==> src/rtl/mul_div_unit_if.sv <==
// Request/result bundle between the execute-stage control FSM and mul_div_unit.
// Start is a request taken on a rising edge only while Busy is low; Done is a one-cycle valid for Hi/Lo/DivZero, with no backpressure.
interface mul_div_unit_if #(
  parameter int WIDTH = 32
);
  logic             Start;
  logic             Op;
  logic             Sign;
  logic [WIDTH-1:0] In1;
  logic [WIDTH-1:0] In2;
  logic             Busy;
  logic             Done;
  logic             DivZero;
  logic [WIDTH-1:0] Hi;
  logic [WIDTH-1:0] Lo;
  logic [1:0]       dbg_state;

  modport master (
    output Start, Op, Sign, In1, In2,
    input  Busy, Done, DivZero, Hi, Lo, dbg_state
  );

  modport slave (
    input  Start, Op, Sign, In1, In2,
    output Busy, Done, DivZero, Hi, Lo, dbg_state
  );
endinterface

==> src/rtl/mul_div_unit.sv <==
// Iterative radix-2 multiply/divide: shift-add multiply and restoring divide on operand
// magnitudes, one sign-fixup cycle, then results land in the Hi/Lo registers.
module mul_div_unit #(
  parameter int WIDTH = 32,
  localparam int CNT_W = $clog2(WIDTH) + 1
) (
  input logic           clk,
  input logic           reset,
  mul_div_unit_if.slave bus
);

  typedef enum logic [1:0] {
    IDLE = 2'd0,
    CALC = 2'd1,
    FIX  = 2'd2,
    DONE = 2'd3
  } state_t;

  state_t             state;
  state_t             state_nxt;
  logic [CNT_W-1:0]   cnt;
  logic               op_q;
  logic               neg_res_q;
  logic               neg_rem_q;
  logic               div_zero_q;
  logic [WIDTH-1:0]   opnd_q;
  logic [2*WIDTH-1:0] acc;
  logic [WIDTH-1:0]   hi_q;
  logic [WIDTH-1:0]   lo_q;
  logic               dz_q;

  logic               accept;
  logic [WIDTH-1:0]   mag1;
  logic [WIDTH-1:0]   mag2;
  logic [WIDTH:0]     mul_sum;
  logic [2*WIDTH-1:0] mul_next;
  logic [WIDTH:0]     rem_sh;
  logic               rem_ge;
  logic [WIDTH-1:0]   rem_sub;
  logic [2*WIDTH-1:0] div_next;
  logic [2*WIDTH-1:0] prod_fix;
  logic [WIDTH-1:0]   quo_fix;
  logic [WIDTH-1:0]   rem_fix;

  assign accept = bus.Start && (state == IDLE || state == DONE);
  assign mag1   = (bus.Sign && bus.In1[WIDTH-1]) ? -bus.In1 : bus.In1;
  assign mag2   = (bus.Sign && bus.In2[WIDTH-1]) ? -bus.In2 : bus.In2;

  // Multiply: multiplier sits in acc's low half and shifts out as the product shifts in.
  assign mul_sum  = {1'b0, acc[2*WIDTH-1:WIDTH]} + (acc[0] ? {1'b0, opnd_q} : '0);
  assign mul_next = {mul_sum, acc[WIDTH-1:1]};

  // Divide: remainder in the upper half, dividend bits leave the lower half as quotient bits enter.
  assign rem_sh   = {acc[2*WIDTH-1:WIDTH], acc[WIDTH-1]};
  assign rem_ge   = rem_sh >= {1'b0, opnd_q};
  assign rem_sub  = rem_sh[WIDTH-1:0] - opnd_q;
  assign div_next = {(rem_ge ? rem_sub : rem_sh[WIDTH-1:0]), acc[WIDTH-2:0], rem_ge};

  // A zero divisor leaves an all-ones quotient that must not be negated; the remainder
  // (dividend magnitude) regains the dividend's sign, which returns In1 unchanged.
  assign prod_fix = neg_res_q ? -acc : acc;
  assign quo_fix  = (neg_res_q && !div_zero_q) ? -acc[WIDTH-1:0] : acc[WIDTH-1:0];
  assign rem_fix  = neg_rem_q ? -acc[2*WIDTH-1:WIDTH] : acc[2*WIDTH-1:WIDTH];

  always_ff @(posedge clk or negedge reset) begin
    if (!reset) begin
      state <= IDLE;
    end else begin
      state <= state_nxt;
    end
  end

  always_comb begin
    state_nxt = state;
    unique case (state)
      IDLE:    if (bus.Start) state_nxt = CALC;
      CALC:    if (cnt == CNT_W'(1)) state_nxt = FIX;
      FIX:     state_nxt = DONE;
      DONE:    state_nxt = bus.Start ? CALC : IDLE;
      default: state_nxt = IDLE;
    endcase
  end

  always_ff @(posedge clk or negedge reset) begin
    if (!reset) begin
      cnt        <= '0;
      op_q       <= 1'b0;
      neg_res_q  <= 1'b0;
      neg_rem_q  <= 1'b0;
      div_zero_q <= 1'b0;
      opnd_q     <= '0;
      acc        <= '0;
      hi_q       <= '0;
      lo_q       <= '0;
      dz_q       <= 1'b0;
    end else begin
      if (accept) begin
        op_q       <= bus.Op;
        neg_res_q  <= bus.Sign && (bus.In1[WIDTH-1] ^ bus.In2[WIDTH-1]);
        neg_rem_q  <= bus.Sign && bus.In1[WIDTH-1];
        div_zero_q <= bus.Op && (bus.In2 == '0);
        opnd_q     <= bus.Op ? mag2 : mag1;
        acc        <= {{WIDTH{1'b0}}, (bus.Op ? mag1 : mag2)};
        cnt        <= CNT_W'(WIDTH);
      end else if (state == CALC) begin
        acc <= op_q ? div_next : mul_next;
        cnt <= cnt - CNT_W'(1);
      end
      if (state == FIX) begin
        hi_q <= op_q ? rem_fix : prod_fix[2*WIDTH-1:WIDTH];
        lo_q <= op_q ? quo_fix : prod_fix[WIDTH-1:0];
        dz_q <= op_q && div_zero_q;
      end
    end
  end

  assign bus.Busy      = (state == CALC) || (state == FIX);
  assign bus.Done      = (state == DONE);
  assign bus.DivZero   = dz_q;
  assign bus.Hi        = hi_q;
  assign bus.Lo        = lo_q;
  assign bus.dbg_state = state;

endmodule

==> src/flat_wrapper.sv <==
// flat-port wrapper written by rule: the top's interface ports become plain ports
module mul_div_unit_flat 
#(
  parameter int WIDTH = 32,
  localparam int CNT_W = $clog2(WIDTH) + 1
)
  (clk, reset, bus_Start, bus_Op, bus_Sign, bus_In1, bus_In2, bus_Busy, bus_Done, bus_DivZero, bus_Hi, bus_Lo, bus_dbg_state);
  mul_div_unit_if #(.WIDTH(WIDTH)) bus_i ();
  input logic clk;
  input logic reset;
  input wire logic [$bits(bus_i.Start)-1:0] bus_Start;
  input wire logic [$bits(bus_i.Op)-1:0] bus_Op;
  input wire logic [$bits(bus_i.Sign)-1:0] bus_Sign;
  input wire logic [$bits(bus_i.In1)-1:0] bus_In1;
  input wire logic [$bits(bus_i.In2)-1:0] bus_In2;
  output wire logic [$bits(bus_i.Busy)-1:0] bus_Busy;
  output wire logic [$bits(bus_i.Done)-1:0] bus_Done;
  output wire logic [$bits(bus_i.DivZero)-1:0] bus_DivZero;
  output wire logic [$bits(bus_i.Hi)-1:0] bus_Hi;
  output wire logic [$bits(bus_i.Lo)-1:0] bus_Lo;
  output wire logic [$bits(bus_i.dbg_state)-1:0] bus_dbg_state;
  assign bus_i.Start = bus_Start;
  assign bus_i.Op = bus_Op;
  assign bus_i.Sign = bus_Sign;
  assign bus_i.In1 = bus_In1;
  assign bus_i.In2 = bus_In2;
  assign bus_Busy = bus_i.Busy;
  assign bus_Done = bus_i.Done;
  assign bus_DivZero = bus_i.DivZero;
  assign bus_Hi = bus_i.Hi;
  assign bus_Lo = bus_i.Lo;
  assign bus_dbg_state = bus_i.dbg_state;
  mul_div_unit #(.WIDTH(WIDTH)) u_core (.clk(clk), .reset(reset), .bus(bus_i));
endmodule
==> config.mk <==
export PLATFORM = sky130hd
export DESIGN_NAME = mul_div_unit_flat
export DESIGN_NICKNAME = d
export VERILOG_FILES = /design/src/rtl/mul_div_unit_if.sv /design/src/rtl/mul_div_unit.sv /design/src/flat_wrapper.sv
export SDC_FILE = /design/constraint.sdc
export NUM_CORES = 1
export LEC_CHECK = 0
export CAP_MARGIN = 10
export CORE_ASPECT_RATIO = 0.8
export CORE_UTILIZATION = 30
export DETAILED_ROUTE_END_ITERATION = 10
export PLACE_DENSITY = 0.56
export SYNTH_ARGS = -nofsm -noshare
export SYNTH_HDL_FRONTEND = slang
export SYNTH_SLANG_ARGS = --single-unit
==> constraint.sdc <==
create_clock -name clk -period 3.65 [get_ports clk]
set_input_delay 0.365 -clock clk [delete_from_list [all_inputs] [get_ports clk]]
set_output_delay 0.365 -clock clk [all_outputs]
set_load 0.01 [all_outputs]
; ---- Yosys cells after proc, flatten, opt, wreduce, memory -nomap -nowiden
; Index checks and enable logic that the tools add are counted.
[totals]
ff_bits = 173
inputBits = 69
output_inout_bits = 69
word_cells = 61
[op_classes]
addsub = 8
magnitude_cmp = 1
n_eq_ne = 6
n_mux = 20
bitwise_logic = 1
n_reduce_logical = 14
[ops]
columns = operator, n
row1 = 32-bit two-way mux, 10
row2 = 64-bit two-way mux, 4
row3 = 32-bit negator, 4
row4 = 64-bit negator, 1
row5 = 32-bit by 33-bit adder with 33-bit output, 1
row6 = 33-bit by 32-bit >= comparator with 1-bit output, 1
row7 = 32-bit logical NOT, 1
row8 = 32-bit subtractor, 1
row9 = 6-bit two-way mux, 2
row10 = 2-bit one-hot mux with 4 select lines, 1
row11 = 1-bit logical AND, 7
row12 = 6-bit by 1-bit equality test with 1-bit output (second input constant), 1
row13 = 6-bit by 1-bit subtractor with 6-bit output (second input constant), 1
row14 = 2-bit equality test (second input constant), 2
row15 = 2-bit two-way mux, 2
row16 = 2-bit by 1-bit equality test with 1-bit output (second input constant), 1
row17 = 2-bit logical NOT, 1
row18 = 1-bit logical OR, 2
row19 = 2-bit by 1-bit inequality test with 1-bit output (second input constant), 1
row20 = 2-bit inequality test (second input constant), 1
row21 = 2-bit AND reduction, 1
row22 = 2-bit nonzero test, 1
row23 = 1-bit logical NOT, 1
row24 = 1-bit two-way mux, 1
row25 = 1-bit bitwise XOR, 1

; ---- Longest topological paths before layout
; Gate-level depths: netlist of the first run.
[depth]
ltp_word = 5
ltp_mapped = 14
mapped_depth_nobuf = 13

; ---- Least setup slack after synthesis of the first run
; No wires, ideal clock.
[synth_path]
kind = reg-to-reg
start = register u_core.acc[49]
end = register u_core.acc[0]
setup_ns = 0.137
arrival_time_ns = 3.095
required_time_ns = 3.513
setup_slack_ns = 0.418
stages_incl_launch_ff = 13
n_path_buf = 2
synth_period_minus_slack_ns = 3.232
cell_sequence = dfrtp_1 > ha_1 > a211oi_1 > o21ai_1 > or3_1 > a221oi_2 > o41ai_2 > a221oi_2 > buf_4 > buf_2 > a21oi_1 > a211oi_1 > a21oi_1
[synth_between]
elab_chain_cells = 4
[synth_rtl]
columns = element, line
row1 = start: declaration, mul_div_unit.sv:27  ; logic [2*WIDTH-1:0] acc;
row2 = start signal: assignment, mul_div_unit.sv:103  ; acc <= {{WIDTH{1'b0}}, (bus.Op ? mag1 : mag2)};
row3 = start signal: assignment, mul_div_unit.sv:106  ; acc <= op_q ? div_next : mul_next;
row4 = 33-bit by 32-bit >= comparator with 1-bit output, mul_div_unit.sv:55  ; assign rem_ge = rem_sh >= {1'b0, opnd_q};
row5 = 64-bit two-way mux, mul_div_unit.sv:106
row6 = 64-bit two-way mux, mul_div_unit.sv:105  ; end else if (state == CALC) begin
row7 = 64-bit two-way mux, mul_div_unit.sv:97  ; if (accept) begin
; No other way between the ends. The select of a mux whose other input is x is not followed.
; A chain may end at the register's enable or synchronous reset.

; ---- Worst setup path after layout of the first run
[layout_path]
start = register u_core.acc[31]
end = register u_core.acc[62]
[layout_between]
elab_chain_cells = 5
elab_cells_between_ends = 6
classes_between = add/sub (1) / order compare (1) / mux (4)
[layout_rtl]
columns = element, line
row1 = 32-bit subtractor or 33-bit by 32-bit >= comparator with 1-bit output (tied branches), "mul_div_unit.sv:56, mul_div_unit.sv:55"
row2 = 32-bit two-way mux (*), mul_div_unit.sv:57  ; assign div_next = {(rem_ge ? rem_sub : rem_sh[WIDTH-1:0]), acc[WIDTH-2:0], rem_ge};
row3 = 64-bit two-way mux (*), mul_div_unit.sv:106
row4 = 64-bit two-way mux (*), mul_div_unit.sv:105
row5 = 64-bit two-way mux (*), mul_div_unit.sv:97
; Every way passes the cells marked *; elsewhere a longest branch is shown, timed or not. The select of a mux whose other input is x is not followed.

==> results of run 1 <==
==> how the worst min path moves through the flow <==
stage / startpoint / to / slack, ns / cells after the start
global route: u_core.opnd_q[6] / u_core.opnd_q[6] / 0.51 / 2
floorplan: reset / u_core.acc[0] / 0.07 / 0
CTS: reset / u_core.bus.Hi[26] / 0.47 / 2
finish: reset / u_core.bus.Hi[29] / 0.47 / 2
global placement: reset / u_core.bus.Hi[13] / 0.40 / 1
detailed placement: reset / u_core.bus.Hi[20] / 0.40 / 1
==> cell type report <==
class / instances / area, um^2 / share of cell area
multi-input cells: 1512 / 9670 / 0.539
flip-flops and latches: 173 / 4330 / 0.242
repair buffers: 258 / 2330 / 0.130
well taps: 620 / 776 / 0.0433
clock buffers: 19 / 443 / 0.0247
inverters: 69 / 259 / 0.0144
clock inverters: 12 / 125 / 0.00698
==> cell usage after synthesis, drive strengths merged, types with 16 or more instances <==
cell      n
nor2    229
a21oi   191
nand2   182
o21ai   176
dfrtp   173
xnor2    94
clkbuf   89
xor2     83
ha       75
inv      69
o211ai   58
mux2i    43
nand3    35
a21o     29
mux2     29
nor3     27
buf      20
o31ai    20
o41ai    18
nor4     17
or3      16
==> sequential cells by signal (all words and copies together), names as in the netlist <==
signal	count
u_core.bus.Lo	32
u_core.opnd_q	32
u_core.op_q	1
u_core.cnt	6
u_core.bus.dbg_state	2
u_core.neg_rem_q	1
u_core.acc	64
u_core.div_zero_q	1
u_core.neg_res_q	1
u_core.bus.DivZero	1
u_core.bus.Hi	32
==> power by group through the flow <==
| stage | Clock, mW | Combinational, mW | Sequential [mW] |
|---|---|---|---|
| finish | 1.85 | 12.5 | 3.68 |
| global route | 1.96 | 13.7 | 3.80 |
| CTS | 1.90 | 12.2 | 3.67 |
| detailed placement | 0 | 12.1 | 3.70 |
| global placement | 0 | 12.1 | 3.67 |
| floorplan | 0 | 7.61 | 3.66 |
==> through the flow <==
| stage | setup slack, ns | area (um^2) | utilization | std cells |
|---|---|---|---|---|
| floorplan | 0.418 | 14600 | - | 1863 |
| global placement | -0.00650 | 17300 | 0.363 | 2628 |
| detailed placement | 0.00134 | 17300 | 0.363 | 2628 |
| CTS | 0.0748 | 17800 | 0.375 | 2660 |
| global route | 0.000481 | 17900 | 0.377 | 2663 |
| finish | 0.158 | 17900 | 0.377 | 2663 |
==> repair_timing <==
action / CTS / global route
gates resized for setup: 0 / 13
endpoints found under the setup margin: 0 / 18
setup buffers: 0 / 2
hold endpoints to repair: 54 / 0
hold buffers: 1 / 0
==> logic make-up (layout without fill, tap and decap cells) <==
logic type	Yosys count	in the layout	synth area share
flip-flops	173	173	0.296
buffers and inverters	178	358	0.0479
XOR/XNOR	177	177	0.106
AND/OR/NAND/NOR	597	597	0.185
AO/OA/AOI/OAI	589	589	0.246
adder cells (fa/ha/maj)	77	77	0.0669
multiplexers	72	72	0.0520
==> worst max-delay path: stages (launching register included) <==
cell	delay (ns)
dfrtp_1	0.40
inv_1	0.08
ha_1	0.17
inv_1	0.06
fa_1	0.40
a21o_1	0.20
a221oi_2	0.30
o31a_1	0.24
o211ai_1	0.19
a2111oi_1	0.44
nor2_1	0.18
a311o_1	0.39
xnor2_1	0.17
o221ai_1	0.14
==> layer usage <==
layer  track usage  vias up
li1              -     6988
met1         0.313     7051
met2         0.317      434
met3        0.0517       46
met4        0.0478        0
met5             0        -
==> impl_metrics.csv, run 1 <==
group,metric,value,unit
timing,hold_violations,0,
cts,clk_pin_slew_worst_paths,0.07,ns
timing,clock_skew,0.0146,ns
route,vias,14500,
route,maxUsedRoutingLayer,"met4",
place,io_buffer_count,137,
power_and_ir_drop,netSwitchingFraction,0.494,
timing,period_needed,3.49,ns
critical_path,r2r-start,"u_core.acc[31]",
timing,slew_viol_final,0,
synthesis,synth_cell_types,75,
place,gp_congestion,0.932,
timing,setup_viol,0,
critical_path,reg2reg_depth,13,
grt,antenna_found_initial,2,
cts,cts_buffers,17,
route,vias_per_cell,5.45,
grt,grt_pass1_vias,13800,
route,ant_nets,0,
grt,grt_max_degree,91,
timing,tightestPinTransition,0.983,ns
finish,antennaDiodeCount,0,
route,wl_met3,4.36,mm
finish,nNetsFinal,2177,
route,wl_per_cell,20.3,um
critical_path,endpoint_kind,"flip-flop",
power_and_ir_drop,power,18.0,mW
outcome,status,"complete, no violations",
critical_path,cp_max_fo,4,
timing,whs,0.471,ns
synthesis,async_reset_ff_frac,1.00,
finish,drive_gt1_frac,0.102,
route,initialDrtViolationCount,1452,
place,hpwlAfterDp,42.5,mm
synthesis,syn_inst,1863,
synthesis,syn_area,14600,um^2
power_and_ir_drop,pwr-share-clk,0.103,
critical_path,required,3.98,ns
cts,clk_path_buf_depth,2,
power_and_ir_drop,net-switching-power,8.89,mW
power_and_ir_drop,p_leak,7.53,nW
floorplan,num_rows,71,
critical_path,startpoint_type,"flip-flop",
synthesis,avgSynthCellArea,7.85,um^2
power_and_ir_drop,p_int,9.12,mW
cts,cts_tree,"done",
power_and_ir_drop,p_seq_frac,0.204,
grt,grt_overflow_total,0,
route,drt_pass1_iterations,5,
run,maxCapViolCount,0,
synthesis,synth_edf_count,0,
cts,cts.sinks,173,
cts,root_buffer,"clkbuf_16",
route,wl_met1,26.2,mm
floorplan,pin_count,138,
route,drc,0,
timing,tns,0,ns
finish,n_fill_cell,4839,
worst_hold_path,hold_class,"input port to asynchronous set/reset pin",
floorplan,fp.coreArea,47500,um^2
power_and_ir_drop,power-per-cell-area,1000,nW/um^2
finish,areaGrowthSynthToFinish,22.7,%
synthesis,synth_seq_cells,173,
floorplan,die_height,199,um
grt,grtUsageTotal,0.215,
synthesis,ys.flop_type,"dfrtp_1",
floorplan,die-area,49600,um^2
cts,clock_latency,0.47,ns
timing,fin_crit_sh,0.957,
timing,max_freq,286,MHz
synthesis,yosys_warnings,0,
grt,grt_pass1_wl,81.8,mm
floorplan,initial_core_util,0.308,
route,route.met2.wl,22.7,mm
synthesis,synth.yosys.seq_area_share,0.296,
route,routed_wirelength,53.9,mm
critical_path,path_class,"flip-flop to flip-flop",
critical_path,r2r_end,"u_core.acc[62]",
synthesis,synth_top_area_frac,0.296,
power_and_ir_drop,pwr-share-comb,0.693,
critical_path,crit_arrival,3.82,ns
synthesis,yosysTopAreaCell,"dfrtp_1",
power_and_ir_drop,ir_drop,0.000898,V
critical_path,cp-startpoint,"u_core.acc[31]",
timing,rsz0062_at_grt,"no",
floorplan,fp.dieW,249,um
critical_path,r2r_slack,0.16,ns
cts,cts_max_level,4,
finish,final_common_cell,"nor2_1",
critical_path,critPathCapture,"u_core.acc[62]",
finish,final_cell_mix,"nor2_1 (229), a21oi_1 (188), nand2_1 (182), o21ai_0 (171), dfrtp_1 (171)",
synthesis,syn_nets,2009,
timing,slew_headroom,0.345,
synthesis,yosys-top-cells-area,"dfrtp_1 (30%), a21oi_1 (6.5%), ha_1 (6.4%)",
Power figures use the tool's default switching activity.
==> run 2, diff against run 1 <==
CORE_UTILIZATION = 57   (was 30)
CTS_BUF_LIST = sky130_fd_sc_hd__clkbuf_2 sky130_fd_sc_hd__clkbuf_4 sky130_fd_sc_hd__clkbuf_8   (was unset)
PLACE_DENSITY = 0.88   (was 0.56)
==> impl_metrics.csv, run 2 (synthesis gave the netlist of run 1 again) <==
group,metric,value,unit
timing,setup_viol,0,
floorplan,initial_core_util,0.579,
place,dp_worst_setup_slack,0.182,ns
finish,nNetsFinal,2162,
finish,antennaDiodeCount,0,
cts,cts_buffers,17,
grt,grt_pass1_vias,14000,
finish,final_cell_mix,"nor2_1 (228), a21oi_1 (190), nand2_1 (182), o21ai_0 (172), dfrtp_1 (172)",
run,maxCapViolCount,0,
timing,hold_violations,0,
critical_path,crit_slowest_cell,"or4b_4",
critical_path,crit_arrival,3.83,ns
route,drt_pass1_iterations,8,
critical_path,path_class,"flip-flop to flip-flop",
floorplan,die-area,26300,um^2
grt,use_met3,0.101,
critical_path,startpoint_type,"flip-flop",
floorplan,fp.coreArea,25200,um^2
outcome,status,"complete, no violations",
finish,areaGrowthSynthToFinish,18.1,%
floorplan,num_rows,52,
cts,clk_path_buf_depth,2,
timing,tightestPinTransition,1.06,ns
power_and_ir_drop,p_seq_frac,0.214,
grt,grt_use_met1,0.507,
grt,antenna_found_initial,1,
grt,top_usage_layer,"met2",
power_and_ir_drop,pwr-share-comb,0.698,
route,initialDrtViolationCount,1901,
critical_path,crit_chain,"buf_4, inv_1, ha_1, or4b_4, or4_4, nor3_4, and3_1, nand3_1, or4b_1, a21oi_2, xnor2_1, mux2_4",
timing,period_needed,3.45,ns
worst_hold_path,hold_class,"input port to asynchronous set/reset pin",
grt,grt_overflow_total,0,
critical_path,cp_max_fo,6,
route,vias_per_cell,6.46,
critical_path,max_stage_delay,0.50,ns
route,wl_per_cell,20.3,um
grt,grt_max_degree,125,
timing,fin_ws,0.198,ns
power_and_ir_drop,p_leak,7.38,nW
floorplan,die_height,145,um
timing,tns,0,ns
critical_path,endpoint_kind,"flip-flop",
place,gp_congestion,1.00,
route,ant_nets,0,
power_and_ir_drop,power,17.2,mW
power_and_ir_drop,pwr-share-clk,0.088,
finish,largest_reg_flops,64,
finish,utilization,0.684,
power_and_ir_drop,ir_drop,0.000761,V
timing,clock_skew,0.0126,ns
finish,top_register,"u_core.acc",
timing,fin_crit_sh,0.946,
cts,root_buffer,"clkbuf_8",
cts,cts_max_level,4,
finish,final_common_cell,"nor2_1",
finish,n_fill_cell,2027,
power_and_ir_drop,power-per-cell-area,996,nW/um^2
power_and_ir_drop,p_int,8.60,mW
place,io_buffer_count,137,
timing,slew_headroom,0.293,
cts,clock_latency,0.49,ns
timing,slew_viol_final,0,
power_and_ir_drop,netSwitchingFraction,0.500,
floorplan,pin_count,138,
grt,grtUsageTotal,0.363,
floorplan,fp.dieW,181,um
power_and_ir_drop,net-switching-power,8.59,mW
route,routed_wirelength,47.7,mm
cts,cts_setup_buffers,0,
grt,grt_util_met2,0.541,
route,vias,15200,
cts,cts_tree,"done",
timing,rsz0062_at_grt,"no",
grt,grt_pass1_wl,75.0,mm
critical_path,required,4.03,ns
cts,cts.sinks,173,
cts,clk_pin_slew_worst_paths,0.10,ns
timing,max_freq,290,MHz
route,drc,0,
timing,whs,0.462,ns
finish,drive_gt1_frac,0.0932,
place,hpwlAfterDp,36.7,mm
-- run 2: cell count changes in the layout (fill, tap and decap cells not counted), moves of 4 or more --
cell       previous run  this run
clkbuf_16            18         0
clkbuf_8              1        17
buf_4               117       103
inv_6                 6         2
-- run 2: cell type report --
class	instances	area [um^2]	area share
multi-input combinational	1512	9650	0.559
sequential	173	4330	0.251
timing repair buffer	243	2200	0.127
tap	324	405	0.0235
inverter	69	259	0.0150
clock buffer	18	241	0.0140
clock inverter	13	184	0.0107
-- run 2: path summary, 6_finish.rpt --
path | to | slack (ns) | start | cells past startpoint
hold reg to reg | u_core.opnd_q[2] | 0.49 | u_core.opnd_q[2] | 2
setup / recovery | u_core.bus.Hi[28] | 0.20 | u_core.acc[32] | 12
max in group asynchronous | u_core.bus.Lo[16] | 2.32 | reset | 3
setup reg to reg | u_core.bus.Hi[28] | 0.20 | u_core.acc[32] | 12
hold / removal | u_core.opnd_q[23] | 0.46 | reset | 2
min in group clk | u_core.opnd_q[2] | 0.49 | u_core.opnd_q[2] | 2
-- run 2: power groups by stage --
stage	registers, mW	clock network (mW)	logic, mW
2_1_floorplan	3.66	0	7.61
3_3_place_gp	3.63	0	11.4
3_5_place_dp	3.68	0	11.7
4_1_cts	3.64	1.51	11.7
5_1_grt	3.78	1.59	13.0
6_report	3.69	1.51	12.0
-- run 2: critical path, delay by kind of cell (launching register included) --
kind                       cells  cell delay (ns)
buffers and inverters          2             0.25
muxes                          1             0.25
adders and majority gates      1             0.18
xor gates and xnor gates       1             0.08
and+or+nand+nor                6             1.96
AOI/OAI and AO/OA              1             0.16
DFF                            1             0.46
-- run 2: per-stage QoR --
stage | instances | instance area (um^2)
4_1_cts | 2352 | 17200
5_1_grt | 2352 | 17300
3_5_place_dp | 2320 | 16800
3_3_place_gp | 2320 | 16800
6_report | 2352 | 17300
2_1_floorplan | 1863 | 14600
-- run 2: layer usage --
layer  vias up  share of wire
li1       6954              -
met1      7163           0.42
met2       956           0.43
met3       119           0.13
met4         2          0.026
met5         -        0.00027
-- run 2: timing repair --
| item | 4_1_cts | 5_1_grt |
|---|---|---|
| endpoints found under the hold margin | 71 | 0 |
| gates resized for setup | 0 | 7 |
| hold buffers | 1 | 0 |
| setup endpoints to repair | 0 | 8 |
==> run 3, diff against run 2 <==
CTS_BUF_LIST = unset   (was sky130_fd_sc_hd__clkbuf_2 sky130_fd_sc_hd__clkbuf_4 sky130_fd_sc_hd__clkbuf_8)
==> impl_metrics.csv, run 3 (synthesis gave the netlist of run 1 again) <==
group,metric,value,unit
outcome,status,"complete, no violations",
run,maxCapViolCount,0,
power_and_ir_drop,power,17.7,mW
timing,period_needed,3.47,ns
critical_path,cp_max_fo,6,
floorplan,num_rows,52,
grt,grt_max_degree,125,
grt,grtUsageTotal,0.370,
critical_path,endpoint_kind,"flip-flop",
floorplan,die_height,145,um
finish,top_register,"u_core.acc",
grt,grt_overflow_total,0,
finish,n_fill_cell,1974,
route,wl_per_cell,20.7,um
route,vias,15300,
cts,cts.sinks,173,
floorplan,pin_count,138,
timing,slew_headroom,0.276,
grt,grt_pass1_wl,76.1,mm
cts,cts_buffers,17,
route,drc,0,
timing,hold_violations,0,
finish,nNetsFinal,2162,
timing,max_freq,288,MHz
route,drt_pass1_iterations,9,
cts,clk_path_buf_depth,2,
timing,clock_skew,0.0102,ns
power_and_ir_drop,power-per-cell-area,1020,nW/um^2
floorplan,die-area,26300,um^2
finish,drive_gt1_frac,0.0927,
finish,final_common_cell,"nor2_1",
finish,antennaDiodeCount,0,
place,dp_worst_setup_slack,0.182,ns
finish,fin_area,17400,um^2
finish,final_cell_mix,"nor2_1 (228), a21oi_1 (190), nand2_1 (182), o21ai_0 (172), dfrtp_1 (172)",
power_and_ir_drop,p_seq_frac,0.209,
route,ant_nets,0,
place,gp_congestion,1.00,
floorplan,fp.coreArea,25200,um^2
power_and_ir_drop,ir_drop,0.000691,V
cts,cts_setup_buffers,0,
critical_path,crit_arrival,3.81,ns
floorplan,initial_core_util,0.579,
route,routed_wirelength,48.7,mm
critical_path,startpoint_type,"flip-flop",
finish,instances_no_fill,2352,
timing,tns,0,ns
place,io_buffer_count,137,
route,vias_per_cell,6.50,
power_and_ir_drop,pwr-share-comb,0.680,
timing,fin_crit_sh,0.950,
power_and_ir_drop,net-switching-power,8.74,mW
grt,grt_pass1_vias,14100,
power_and_ir_drop,netSwitchingFraction,0.493,
finish,utilization,0.691,
floorplan,fp.dieW,181,um
finish,largest_reg_flops,64,
worst_hold_path,hold_class,"flip-flop to flip-flop",
timing,slew_viol_final,0,
timing,whs,0.486,ns
cts,cts_max_level,4,
timing,rsz0062_at_grt,"no",
place,hpwlAfterDp,36.7,mm
cts,root_buffer,"clkbuf_16",
timing,tightestPinTransition,1.09,ns
route,initialDrtViolationCount,2091,
place,placed_area,16800,um^2
power_and_ir_drop,p_leak,7.47,nW
cts,clk_pin_slew_worst_paths,0.07,ns
power_and_ir_drop,p_int,9.00,mW
critical_path,path_class,"flip-flop to flip-flop",
timing,fin_ws,0.181,ns
power_and_ir_drop,pwr-share-clk,0.111,
critical_path,required,3.99,ns
cts,cts_tree,"done",
timing,setup_viol,0,
grt,antenna_found_initial,0,
cts,clock_latency,0.46,ns
place,dp.cells,2320,
finish,areaGrowthSynthToFinish,19.4,%
[run 3: layout make-up]
cell class,instances,area (um^2),share of cell area
clock inverters,13,184,0.0105
well taps,324,405,0.0232
multi-input cells,1512,9640,0.553
repair buffers,243,2200,0.126
inverters,69,259,0.0148
clock buffers,18,429,0.0246
flip-flops and latches,173,4330,0.248
[run 3: power groups by stage]
stage | logic, mW | registers [mW] | clock network, mW
3_5_place_dp | 11.7 | 3.68 | 0
6_report | 12.1 | 3.72 | 1.97
5_1_grt | 13.1 | 3.79 | 2.05
4_1_cts | 11.8 | 3.65 | 1.97
3_3_place_gp | 11.4 | 3.63 | 0
2_1_floorplan | 7.61 | 3.66 | 0
[run 3: worst paths after layout]
kind	cells past startpoint	slack (ns)	start	end
max	12	0.18	u_core.acc[32]	u_core.bus.Hi[28]
min	2	0.49	u_core.opnd_q[2]	u_core.opnd_q[2]
max reg2reg	12	0.18	u_core.acc[32]	u_core.bus.Hi[28]
min reg2reg	2	0.49	u_core.opnd_q[2]	u_core.opnd_q[2]
max in group asynchronous	3	2.28	reset	u_core.bus.Lo[14]
min in group asynchronous	2	0.52	reset	u_core.opnd_q[23]
[run 3: worst max-delay path, stage by stage, from the launching register on]
cell and delay [ns]:
dfrtp_1 0.46, buf_4 0.19, inv_1 0.06, ha_1 0.18, or4b_4 0.49, or4_4 0.46, nor3_4 0.20, and3_1 0.21
nand3_1 0.10, or4b_1 0.50, a21oi_2 0.16, xnor2_1 0.08, mux2_4 0.25
[run 3: layer usage]
| layer | vias up | global-route usage | part of all wire |
|---|---|---|---|
| met3 | 123 | 0.0931 | 0.12 |
| met4 | 0 | 0.113 | 0.027 |
| met2 | 953 | 0.566 | 0.44 |
| met5 | - | 0 | 0 |
| li1 | 6959 | - | - |
| met1 | 7259 | 0.513 | 0.41 |
[run 3: repair_timing]
action | CTS | global route
hold buffers | 1 | 0
hold endpoints to repair | 25 | 0
resized for setup | 0 | 6
endpoints found under the setup margin | 0 | 7
